`config.mk`:
```
export PLATFORM = sky130hd
export DESIGN_NAME = program_loader
export DESIGN_NICKNAME = d
export VERILOG_FILES = /design/src/rtl/cpu_pkg.sv /design/src/rtl/program_loader.sv
export SDC_FILE = /design/constraint.sdc
export NUM_CORES = 1
export LEC_CHECK = 0
export ABC_AREA = 1
export BUFFER_PORTS_ARGS = -buffer_cell sky130_fd_sc_hd__buf_4
export CORE_UTILIZATION = 50
export CTS_CLUSTER_DIAMETER = 120
export CTS_CLUSTER_SIZE = 20
export DETAILED_ROUTE_END_ITERATION = 10
export GPL_ROUTABILITY_DRIVEN = 0
export PLACE_DENSITY_LB_ADDON = 0.05
export SYNTH_ARGS = -nofsm -noshare
export SYNTH_HDL_FRONTEND = slang
export SYNTH_SLANG_ARGS = --single-unit
```
`constraint.sdc`:
```
create_clock -name i_clk -period 1.61 [get_ports i_clk]
set_input_delay 0.2415 -clock i_clk [delete_from_list [all_inputs] [get_ports i_clk]]
set_output_delay 0.2415 -clock i_clk [all_outputs]
set_load 0.005 [all_outputs]
```
`src/rtl/cpu_pkg.sv`:
```
// Shared program-memory geometry and loader state encoding.
// The CHECK state exists only when PROGRAM_LOADER_CHECKSUM_EN is defined.
package cpu_pkg;

  localparam int unsigned PM_ADDR_W = 5;
  localparam int unsigned INSTR_W   = 16;
  localparam int unsigned PM_DEPTH  = 32;
  localparam int unsigned BYTE_W    = 8;
  localparam int unsigned CNT_W     = PM_ADDR_W + 1;

  typedef enum logic [2:0] {
    ST_IDLE  = 3'd0,
    ST_COUNT = 3'd1,
    ST_HI    = 3'd2,
    ST_LO    = 3'd3,
    ST_WRITE = 3'd4,
    ST_DONE  = 3'd5,
    ST_ERROR = 3'd6
`ifdef PROGRAM_LOADER_CHECKSUM_EN
    ,
    ST_CHECK = 3'd7
`endif
  } loader_state_e;

endpackage

```
`src/rtl/program_loader.sv`:
```
// Byte-stream program loader: count byte N, then N 16-bit words (high byte
// first) written to program memory while the CPU is held.
// Optional: PROGRAM_LOADER_CHECKSUM_EN adds a trailing XOR checksum byte.
module program_loader
  import cpu_pkg::*;
(
  input  logic                 i_clk,
  input  logic                 i_rst_n,
  input  logic                 i_start,
  input  logic                 i_in_valid,
  input  logic [BYTE_W-1:0]    i_in_data,
  output logic                 o_in_ready,
  output logic                 o_pm_we,
  output logic [PM_ADDR_W-1:0] o_pm_addr,
  output logic [INSTR_W-1:0]   o_pm_wdata,
  output logic                 o_cpu_hold,
  output logic                 o_load_done,
  output logic                 o_load_error
);

  loader_state_e         r_state,    w_state_nxt;
  logic [CNT_W-1:0]      r_n,        w_n_nxt;
  logic [BYTE_W-1:0]     r_hi,       w_hi_nxt;
  logic [PM_ADDR_W-1:0]  r_idx,      w_idx_nxt;
  logic                  r_in_ready, w_in_ready_nxt;
  logic                  r_pm_we,    w_pm_we_nxt;
  logic [PM_ADDR_W-1:0]  r_pm_addr,  w_pm_addr_nxt;
  logic [INSTR_W-1:0]    r_pm_wdata, w_pm_wdata_nxt;
  logic                  r_cpu_hold, w_cpu_hold_nxt;
  logic                  r_done,     w_done_nxt;
  logic                  r_err,      w_err_nxt;
  logic                  w_xfer;
`ifdef PROGRAM_LOADER_CHECKSUM_EN
  logic [BYTE_W-1:0]     r_csum,     w_csum_nxt;
`endif

  // Next-state, datapath and next-output logic; outputs are registered from the next state.
  always_comb begin
    w_state_nxt    = r_state;
    w_n_nxt        = r_n;
    w_hi_nxt       = r_hi;
    w_idx_nxt      = r_idx;
    w_pm_addr_nxt  = r_pm_addr;
    w_pm_wdata_nxt = r_pm_wdata;
    w_in_ready_nxt = 1'b0;
    w_pm_we_nxt    = 1'b0;
    w_cpu_hold_nxt = 1'b1;
    w_done_nxt     = 1'b0;
    w_err_nxt      = 1'b0;
    w_xfer         = i_in_valid & r_in_ready;
`ifdef PROGRAM_LOADER_CHECKSUM_EN
    w_csum_nxt     = r_csum;
`endif

    case (r_state)
      ST_IDLE, ST_DONE, ST_ERROR: begin
        if (i_start) begin
          w_state_nxt = ST_COUNT;
          w_idx_nxt   = '0;
        end
      end
      ST_COUNT: begin
        if (w_xfer) begin
          w_n_nxt = i_in_data[CNT_W-1:0];
`ifdef PROGRAM_LOADER_CHECKSUM_EN
          w_csum_nxt = i_in_data;
`endif
          if ((i_in_data == 8'd0) || (i_in_data > 8'(PM_DEPTH))) w_state_nxt = ST_ERROR;
          else                                                    w_state_nxt = ST_HI;
        end
      end
      ST_HI: begin
        if (w_xfer) begin
          w_hi_nxt    = i_in_data;
          w_state_nxt = ST_LO;
`ifdef PROGRAM_LOADER_CHECKSUM_EN
          w_csum_nxt  = r_csum ^ i_in_data;
`endif
        end
      end
      ST_LO: begin
        if (w_xfer) begin
          w_pm_addr_nxt  = r_idx;
          w_pm_wdata_nxt = {r_hi, i_in_data};
          w_state_nxt    = ST_WRITE;
`ifdef PROGRAM_LOADER_CHECKSUM_EN
          w_csum_nxt     = r_csum ^ i_in_data;
`endif
        end
      end
      ST_WRITE: begin
        w_idx_nxt = r_idx + PM_ADDR_W'(1);
        if ({1'b0, r_idx} == (r_n - CNT_W'(1))) begin
`ifdef PROGRAM_LOADER_CHECKSUM_EN
          w_state_nxt = ST_CHECK;
`else
          w_state_nxt = ST_DONE;
`endif
        end else begin
          w_state_nxt = ST_HI;
        end
      end
`ifdef PROGRAM_LOADER_CHECKSUM_EN
      ST_CHECK: begin
        if (w_xfer) begin
          if (i_in_data == r_csum) w_state_nxt = ST_DONE;
          else                     w_state_nxt = ST_ERROR;
        end
      end
`endif
      default: w_state_nxt = ST_IDLE;
    endcase

    case (w_state_nxt)
      ST_IDLE:                    w_cpu_hold_nxt = 1'b0;
      ST_COUNT, ST_HI, ST_LO:     w_in_ready_nxt = 1'b1;
      ST_WRITE:                   w_pm_we_nxt    = 1'b1;
      ST_DONE: begin
        w_done_nxt     = 1'b1;
        w_cpu_hold_nxt = 1'b0;
      end
      ST_ERROR:                   w_err_nxt      = 1'b1;
`ifdef PROGRAM_LOADER_CHECKSUM_EN
      ST_CHECK:                   w_in_ready_nxt = 1'b1;
`endif
      default:                    w_cpu_hold_nxt = 1'b1;
    endcase
  end

  // State, datapath and output registers; reset forces everything idle and zero.
  always_ff @(posedge i_clk or negedge i_rst_n) begin
    if (!i_rst_n) begin
      r_state    <= ST_IDLE;
      r_n        <= '0;
      r_hi       <= '0;
      r_idx      <= '0;
      r_in_ready <= 1'b0;
      r_pm_we    <= 1'b0;
      r_pm_addr  <= '0;
      r_pm_wdata <= '0;
      r_cpu_hold <= 1'b0;
      r_done     <= 1'b0;
      r_err      <= 1'b0;
`ifdef PROGRAM_LOADER_CHECKSUM_EN
      r_csum     <= '0;
`endif
    end else begin
      r_state    <= w_state_nxt;
      r_n        <= w_n_nxt;
      r_hi       <= w_hi_nxt;
      r_idx      <= w_idx_nxt;
      r_in_ready <= w_in_ready_nxt;
      r_pm_we    <= w_pm_we_nxt;
      r_pm_addr  <= w_pm_addr_nxt;
      r_pm_wdata <= w_pm_wdata_nxt;
      r_cpu_hold <= w_cpu_hold_nxt;
      r_done     <= w_done_nxt;
      r_err      <= w_err_nxt;
`ifdef PROGRAM_LOADER_CHECKSUM_EN
      r_csum     <= w_csum_nxt;
`endif
    end
  end

  assign o_in_ready   = r_in_ready;
  assign o_pm_we      = r_pm_we;
  assign o_pm_addr    = r_pm_addr;
  assign o_pm_wdata   = r_pm_wdata;
  assign o_cpu_hold   = r_cpu_hold;
  assign o_load_done  = r_done;
  assign o_load_error = r_err;

endmodule

```
==> impl_metrics.json, run 1 <==
{
  "netlist_instances": 261,
  "leakage_nw": 1.43,
  "via_per_inst": 5.01,
  "hp-class": "input pin to flop",
  "outcome": "completed",
  "path_clk_slew_ns": 0.08,
  "hold_violations": 0,
  "numPortBuffers": 37,
  "vias": 1792,
  "drcViolationCount": 0,
  "cp.required_ns": 1.80,
  "reg2reg_depth": 13,
  "clkLatencyLatePin_ns": 0.30,
  "fp.dieW_um": 68.3,
  "worstMarginPinSlew_ns": 0.609,
  "layout-drive-gt1-share_pct": 28.9,
  "worstSetupPathType": "flop to flop",
  "cp-startpoint": "r_n[0]",
  "synth_area_leaders": "dfrtp_1, nand2_1, o21ai_0",
  "yosysMostFrequentCell": "nand2_1",
  "core-area_um2": 4120,
  "cts_tree": "built",
  "rows": 23,
  "grt_pass1_vias": 1726,
  "ant_nets": 0,
  "grt_overflow": 0,
  "skew_ns": 0.00766,
  "synth_fp_nets": 275,
  "htree_levels": 2,
  "wl_mm": 4.39,
  "synthToLayoutAreaGrowth_pct": 25.6,
  "power.density_nw_per_um2": 1910,
  "max_freq_ghz": 0.624,
  "cts_buffer_depth": 2,
  "grt_first_pass_wirelength_mm": 7.51,
  "crit-reg2reg-launch": "r_n[0]",
  "critPathCapture": "o_cpu_hold",
  "ys_seq_area_share_pct": 54.6,
  "r2r_end": "o_cpu_hold",
  "slew_headroom_pct": 59.4,
  "r2r_slack_ns": 0.006,
  "maxCapViolations": 0,
  "dpl.cell_count": 349,
  "ys_ff_latch": 48,
  "start_kind": "flop",
  "cts-buffers-inserted": 5,
  "synth_edf_count": 0,
  "synthArstFlopShare_pct": 100,
  "yosysWarnings": 0,
  "cts_sinks": 48,
  "antenna_found_initial": 0,
  "die_h_um": 68.3,
  "antennaDiodeCount": 0,
  "syn_area_per_cell_um2": 8.43,
  "initial_core_util_pct": 53.5,
  "synth_area_leader_cell": "dfrtp_1",
  "power.total_mw": 5.28,
  "instances_no_fill": 358,
  "dieArea_um2": 4670,
  "cts_root_buffer": "clkbuf_8",
  "drt_pass1_iterations": 4,
  "netlist_area_um2": 2200,
  "drt-initial-drc-count": 91,
  "hpwl_mm": 3.01,
  "crit_arrival_ns": 1.80,
  "ys_types": 26,
  "final_min_period_over_clock_period_pct": 99.6,
  "endpoint_kind": "flop",
  "synth_commonest_cells": "nand2_1, dfrtp_1, o21ai_0",
  "path_max_fanout": 4,
  "grtUsageTotal_pct": 22.2,
  "synth_ff_type": "dfrtp_1",
  "grt_max_degree": 49,
  "nets": 323,
  "netlist.area_leader.share_pct": 54.6,
  "wire_per_inst_um": 12.3,
  "vdd_drop_max_v": 0.00100,
  "min_period_ns": 1.60,
  "ioPinCount": 38,
  "setup_viol_count_final": 0,
  "rsz0062_at_grt": "yes",
  "final-max-slew-violation-count": 0
}
==> per-layer routing <==
layer  vias to the layer above  GRT usage, %  wire length, um
met1                       832          27.3             1990
met4                         0          8.85               98
met3                        10          4.00              183
li1                        908             -                -
met2                        42          38.0             2120
met5                         -             0                0
==> stage by stage <==
stage	setup slack, ns	area (um^2)	setup TNS, ns	hold WS, ns	utilization [%]
3_3_place_gp	0.00369	2570	0	0.298	62.5
4_1_cts	0.00363	2730	0	0.153	66.4
3_5_place_dp	-0.0405	2570	-0.0814	0.298	62.5
2_1_floorplan	0.00984	2200	0	-0.0541	-
6_report	0.00619	2760	0	0.160	67.1
5_1_grt	-0.164	2760	-0.500	0.160	67.1
==> layout by cell type (no fill, tap or decap), types with 2 or more instances in the layout <==
master	count
a21oi_1	2
buf_4	45
clkbuf_8	5
dfrtp_1	48
inv_1	30
inv_2	11
nand2_1	71
nand2_2	8
nand2_4	3
nand3_1	10
nand4_1	3
nor2_1	10
nor2_2	3
nor2_4	4
o21ai_0	36
o22ai_1	2
xor2_1	2
==> sequential cells by signal (all words and copies together) (netlist names) <==
signal	flops
o_pm_wdata	16
r_hi	8
r_n	6
o_pm_addr	5
r_idx	5
r_state	3
o_cpu_hold	1
o_in_ready	1
o_load_done	1
o_load_error	1
o_pm_we	1
==> final cells by class <==
cell class,count,area (um^2)
fillers,348,1350
well taps,50,62.6
clock buffers,5,68.8
repair buffers,47,359
flip-flops and latches,48,1200
multi-input cells,166,887
clock inverters,1,30.0
inverters,41,154
==> critical path, cell delays in order, from the launching register on <==
cell	delay [ns]
dfrtp_1	0.36
inv_2	0.06
ha_4	0.27
inv_2	0.03
nand2_2	0.05
nand2_1	0.04
nor2_1	0.08
nand2_1	0.09
nor2_4	0.14
nand2_2	0.07
nand2_2	0.07
nand2_4	0.07
o21bai_4	0.12
nand2_1	0.06
==> worst min path at each step <==
stage,from,to,depth (start not counted)
final,i_in_data[6],o_pm_wdata[6],3
after CTS,i_in_data[7],o_pm_wdata[7],3
after detailed placement,i_rst_n,o_pm_wdata[12],1
after global routing,i_in_data[7],o_pm_wdata[7],3
after floorplan,i_rst_n,o_cpu_hold,0
after global placement,i_rst_n,o_pm_wdata[12],1
==> cells by family (layout without fill, tap and decap cells) <==
group,Yosys count,count (layout),synth area share (%)
xor+xnor,3,3,1.19
fa+ha+maj,2,2,1.14
flops,48,48,54.6
simple gates,116,116,23.8
buf+inv,47,94,8.02
compound gates,45,45,11.2
==> what timing repair did <==
item                       4_1_cts  5_1_grt
gates resized for setup          7       11
pin swaps                        5        1
hold endpoints to repair        48        0
hold buffers                     1        0
setup endpoints to repair        4        6
setup buffers                    2        0
==> power breakdown <==
group | internal, mW | switching, mW
Clock | 0.446 | 0.371
Combinational | 1.11 | 1.30
Sequential | 1.72 | 0.327
Total | 3.27 | 2.00
Note: power is estimated with default switching activity, not from simulation.
==> run 2, diff against run 1 <==
CELL_PAD_IN_SITES_DETAIL_PLACEMENT = 0   (was not set)
CELL_PAD_IN_SITES_GLOBAL_PLACEMENT = 1   (was not set)
CORE_UTILIZATION = 41   (was 50)
clock period = 1.59 ns   (was 1.61 ns; I/O delays follow)
==> run 2 against run 1 <==
Net effect:
- the run now ends with setup timing left
- clock power fell by 4.9%
- via count decreased by 3.5%
- sequential share of layout area shrank 0.75 points
- setup slack lost 0.012 ns
- flip-flop and latch count is the same
- combinational power grew 2%
- first-iteration DRC count up 38%
- critical path type unchanged
- critical endpoint unchanged
==> impl_metrics.json, run 2 (synthesis results as in run 1) <==
{
  "outcome": "complete, but fails checks",
  "failed_checks": "setup timing",
  "n_fill_cell": 506,
  "setup_viol_count_final": 1,
  "antennaDiodeCount": 0,
  "cts-buffers-inserted": 5,
  "drt-initial-drc-count": 126,
  "die_h_um": 75.2,
  "worstMarginPinSlew_ns": 0.609,
  "grt_pass1_vias": 1655,
  "max_stage_delay_ns": 0.37,
  "max_freq_ghz": 0.626,
  "htree_levels": 2,
  "final_common_cell": "nand2_1",
  "grt_overflow": 0,
  "vias": 1730,
  "timing.setup.tns_ns": -0.00627,
  "antenna_found_initial": 0,
  "numPortBuffers": 37,
  "cts_sinks": 48,
  "hpwl_mm": 3.11,
  "path_clk_slew_ns": 0.09,
  "largest_register_ffs": 16,
  "start_kind": "flop",
  "path_max_fanout": 4,
  "setup_ws_ns": -0.00627,
  "wl_mm": 4.38,
  "pre_cts_slack_ns": -0.0391,
  "vdd_drop_max_v": 0.000947,
  "power.density_nw_per_um2": 1890,
  "final_cell_mix": "nand2_1, dfrtp_1, buf_4",
  "final-max-slew-violation-count": 0,
  "grt_first_pass_wirelength_mm": 7.46,
  "cp-startpoint": "r_n[1]",
  "cts_buffer_depth": 2,
  "core-area_um2": 5140,
  "cts_tree": "built",
  "slew_headroom_pct": 59.4,
  "synthToLayoutAreaGrowth_pct": 27.8,
  "endpoint_kind": "flop",
  "rows": 26,
  "crit_arrival_ns": 1.79,
  "wire_per_inst_um": 11.4,
  "clkLatencyLatePin_ns": 0.30,
  "leakage_nw": 1.44,
  "layout-drive-gt1-share_pct": 30.4,
  "hold_start": "i_in_data[6]",
  "rsz0062_at_grt": "yes",
  "final_min_period_over_clock_period_pct": 100,
  "hold_violations": 0,
  "nets": 326,
  "drcViolationCount": 0,
  "maxCapViolations": 0,
  "fp.dieW_um": 75.2,
  "grtUsageTotal_pct": 17.8,
  "cts_root_buffer": "clkbuf_8",
  "crit-reg2reg-launch": "r_n[1]",
  "cp_slowest_cell": "dfrtp_1",
  "drt_pass1_iterations": 4,
  "ioPinCount": 38,
  "dieArea_um2": 5660,
  "skew_ns": 0.00619,
  "hp-class": "input pin to flop",
  "min_period_ns": 1.60,
  "grt_max_degree": 49,
  "initial_core_util_pct": 42.8,
  "worstSetupPathType": "flop to flop",
  "cp_cell_sequence": "inv_2, ha_4, inv_2, nand2_1, nand2_1, nor2_2, nand2_2, nor2_4, nand2_2, nand2_2, nand2_4, o21bai_4, nand2_1",
  "ant_nets": 0,
  "cp.required_ns": 1.79,
  "via_per_inst": 4.52
}
-- run 2: final timing paths --
check,depth (start not counted),slack [ns],end
max,13,-0.006,o_cpu_hold
min,3,0.14,o_pm_wdata[6]
max reg2reg,13,-0.006,o_cpu_hold
min reg2reg,2,0.49,o_pm_wdata[2]
max in group asynchronous,2,0.70,r_idx[3]
min in group asynchronous,2,0.48,o_pm_wdata[11]
-- run 2: cell type report --
cell class / count / area [um^2] / area share (%)
Inverter: 41 / 154 / 5.47
Timing Repair Buffer: 50 / 385 / 13.7
Multi-Input combinational cell: 166 / 887 / 31.6
Clock inverter: 2 / 13.8 / 0.490
Sequential cell: 48 / 1200 / 42.7
Clock buffer: 6 / 82.6 / 2.94
Tap cell: 70 / 87.6 / 3.12
-- run 2: repair_timing --
item	4_1_cts	5_1_grt
pin swaps	0	6
gates resized for setup	6	14
hold endpoints to repair	48	0
setup buffers	1	2
hold buffers	1	0
setup endpoints to repair	2	6
-- run 2: through the flow --
step                hold slack, ns  cell area [um^2]  power (mW)  cells  utilization (%)
floorplan                  -0.0571              2200        3.38    261                -
global placement             0.298              2610        4.22    371             50.8
detailed placement           0.293              2610        4.24    371             50.8
CTS                          0.136              2750        5.15    381             53.5
global route                 0.135              2810        5.80    383             54.7
finish                       0.141              2810        5.32    383             54.7
-- run 2: routing by layer --
layer	global-route usage (%)	routed length [um]	vias to the layer above
li1	-	-	916
met1	23.3	2100	781
met2	29.0	2070	28
met3	4.82	160	5
met4	5.56	57	0
met5	0	0	-
-- run 2: worst max-delay path: cells and delay by family (launching register included) --
kind | cells | cell delay (ns)
DFF | 1 | 0.37
AOI/OAI and AO/OA | 1 | 0.12
buffers and inverters | 2 | 0.07
adders and majority gates | 1 | 0.26
and+or+nand+nor | 9 | 0.67
-- run 2: power breakdown --
group	switching [mW]	total, mW	internal (mW)	leakage, nW
Sequential	0.327	2.06	1.74	0.610
Clock	0.420	0.776	0.356	0.0516
Combinational	1.31	2.48	1.17	0.782
==> run 3, diff against run 2 <==
==> constraint.sdc (replaced) <==
create_clock -name i_clk -period 1.59 [get_ports i_clk]
set_input_delay 0.0795 -clock i_clk [delete_from_list [all_inputs] [get_ports i_clk]]
set_output_delay 0.0795 -clock i_clk [all_outputs]
set_load 0.005 [all_outputs]
==> run 3 against run 2 <==
Net effect:
- the flow still finishes with violations (setup timing)
- die area unchanged
- setup slack improved by 0.0013 ns
- non-clock buffer count increased by 7
- design area grew 2.5%
- sequential share of layout area decreased by 1.0 points
- utilization up 1.4 points
==> impl_metrics.json, run 3 (synthesis results as in run 1) <==
{
  "nets": 333,
  "fin_area_um2": 2880,
  "hp-class": "input pin to flop",
  "drcViolationCount": 0,
  "timing.setup.tns_ns": -0.00500,
  "setup_ws_ns": -0.00500,
  "final_common_cell": "nand2_1",
  "cp.required_ns": 1.79,
  "min_period_ns": 1.59,
  "numPortBuffers": 37,
  "worstMarginPinSlew_ns": 0.605,
  "n_fill_cell": 503,
  "cts-buffers-inserted": 5,
  "grt_overflow": 0,
  "grt_first_pass_wirelength_mm": 7.54,
  "rsz0062_at_grt": "yes",
  "vias": 1756,
  "place_area_um2": 2610,
  "dpl.cell_count": 371,
  "min_to": "r_hi[5]",
  "cp_cell_sequence": "inv_2, ha_4, inv_2, nand2_1, nand2_1, nor2_2, nand2_2, nor2_4, nand2_2, nand2_2, nand2_4, o21bai_4, nand2_1",
  "ant_nets": 0,
  "wire_per_inst_um": 11.4,
  "whs_path_depth": 3,
  "ioPinCount": 38,
  "hold_start": "i_in_data[5]",
  "cts_buffer_depth": 2,
  "cts_sinks": 48,
  "setup_viol_count_final": 1,
  "instances_no_fill": 390,
  "max_stage_delay_ns": 0.37,
  "antenna_found_initial": 0,
  "endpoint_kind": "flop",
  "maxCapViolations": 0,
  "cts_root_buffer": "clkbuf_8",
  "outcome": "complete, but fails checks",
  "antennaDiodeCount": 0,
  "layout.area.seq_um2": 1200,
  "crit_arrival_ns": 1.80,
  "critPathTopFamily": "simple AND/OR/NAND/NOR gates",
  "wl_mm": 4.44,
  "htree_levels": 2,
  "hpwl_mm": 3.11,
  "skew_ns": 0.00792,
  "final_cell_mix": "nand2_1, dfrtp_1, buf_4",
  "largest_register_ffs": 16,
  "core-area_um2": 5140,
  "synthToLayoutAreaGrowth_pct": 31.0,
  "hold_violations": 0,
  "grt_pass1_vias": 1686,
  "path_clk_slew_ns": 0.09,
  "critical_path_buf_inv_count": 2,
  "rows": 26,
  "r2r_end": "o_cpu_hold",
  "final_min_period_over_clock_period_pct": 100,
  "r2r_slack_ns": -0.005,
  "power.total_mw": 5.34,
  "failed_checks": "setup timing",
  "fp.dieW_um": 75.2,
  "path_max_fanout": 4,
  "crit-reg2reg-launch": "r_n[1]",
  "start_kind": "flop",
  "dieArea_um2": 5660,
  "drt-initial-drc-count": 136,
  "via_per_inst": 4.50,
  "power.density_nw_per_um2": 1850,
  "die_h_um": 75.2,
  "slew_headroom_pct": 59.7,
  "cts_tree": "built",
  "drt_pass1_iterations": 4,
  "layout-drive-gt1-share_pct": 29.7,
  "grtUsageTotal_pct": 18.0,
  "initial_core_util_pct": 42.8,
  "grt_max_degree": 49,
  "cp_slowest_cell": "dfrtp_1",
  "leakage_nw": 1.47,
  "fin_util_pct": 56.1,
  "reg2reg_depth": 13,
  "vdd_drop_max_v": 0.000948,
  "worstSetupPathType": "flop to flop",
  "multiInputGateArea_um2": 887,
  "final-max-slew-violation-count": 0,
  "max_freq_ghz": 0.627,
  "clkLatencyLatePin_ns": 0.30
}
run 3: worst max path at each step:
stage,slack (ns),start,cells after the start,end
after floorplan,0.01,r_n[0],13,o_cpu_hold
after global placement,-0.004,r_n[0],13,o_cpu_hold
after detailed placement,-0.04,r_n[0],13,o_cpu_hold
after CTS,-0.008,r_n[0],13,o_cpu_hold
after global routing,-0.15,r_n[1],13,o_cpu_hold
final,-0.005,r_n[1],13,o_cpu_hold
run 3: layout make-up:
type,instances,area share (%)
clock buffers,6,2.87
clock inverters,2,0.478
inverters,41,5.34
multi-input cells,166,30.8
flip-flops and latches,48,41.7
well taps,70,3.04
repair buffers,57,15.8
run 3: per-layer routing:
layer	routed length (um)	track usage, %	up-vias
li1	-	-	932
met1	2120	23.2	791
met2	2120	29.8	28
met3	147	4.82	5
met4	57	5.56	0
met5	0	0	-
run 3: stage by stage:
step / hold slack (ns) / setup slack (ns)
floorplan: -0.216 / 0.0124
finish: 0.0206 / -0.00500
detailed placement: 0.134 / -0.0391
global placement: 0.139 / -0.00358
global route: 0.0205 / -0.155
CTS: 0.0173 / -0.00806
run 3: report_power, final:
group | leakage (nW) | internal (mW) | switching [mW] | total, mW
registers | 0.610 | 1.74 | 0.327 | 2.06
logic | 0.811 | 1.18 | 1.32 | 2.50
clock network | 0.0516 | 0.356 | 0.419 | 0.775
total | 1.47 | 3.27 | 2.06 | 5.34
run 3: repair_timing:
| action | in CTS | in global routing |
|---|---|---|
| resized for setup | 6 | 14 |
| pin swaps | 0 | 6 |
| setup buffers | 1 | 2 |
| hold buffers | 8 | 0 |
| endpoints found under the hold margin | 57 | 0 |
| setup endpoints to repair | 2 | 6 |
run 3: worst register-to-register path, stage by stage, from the launching register on:
cell	delay, ns
dfrtp_1	0.37
inv_2	0.05
ha_4	0.26
inv_2	0.02
nand2_1	0.05
nand2_1	0.05
nor2_2	0.08
nand2_2	0.07
nor2_4	0.14
nand2_2	0.07
nand2_2	0.08
nand2_4	0.07
o21bai_4	0.12
nand2_1	0.06
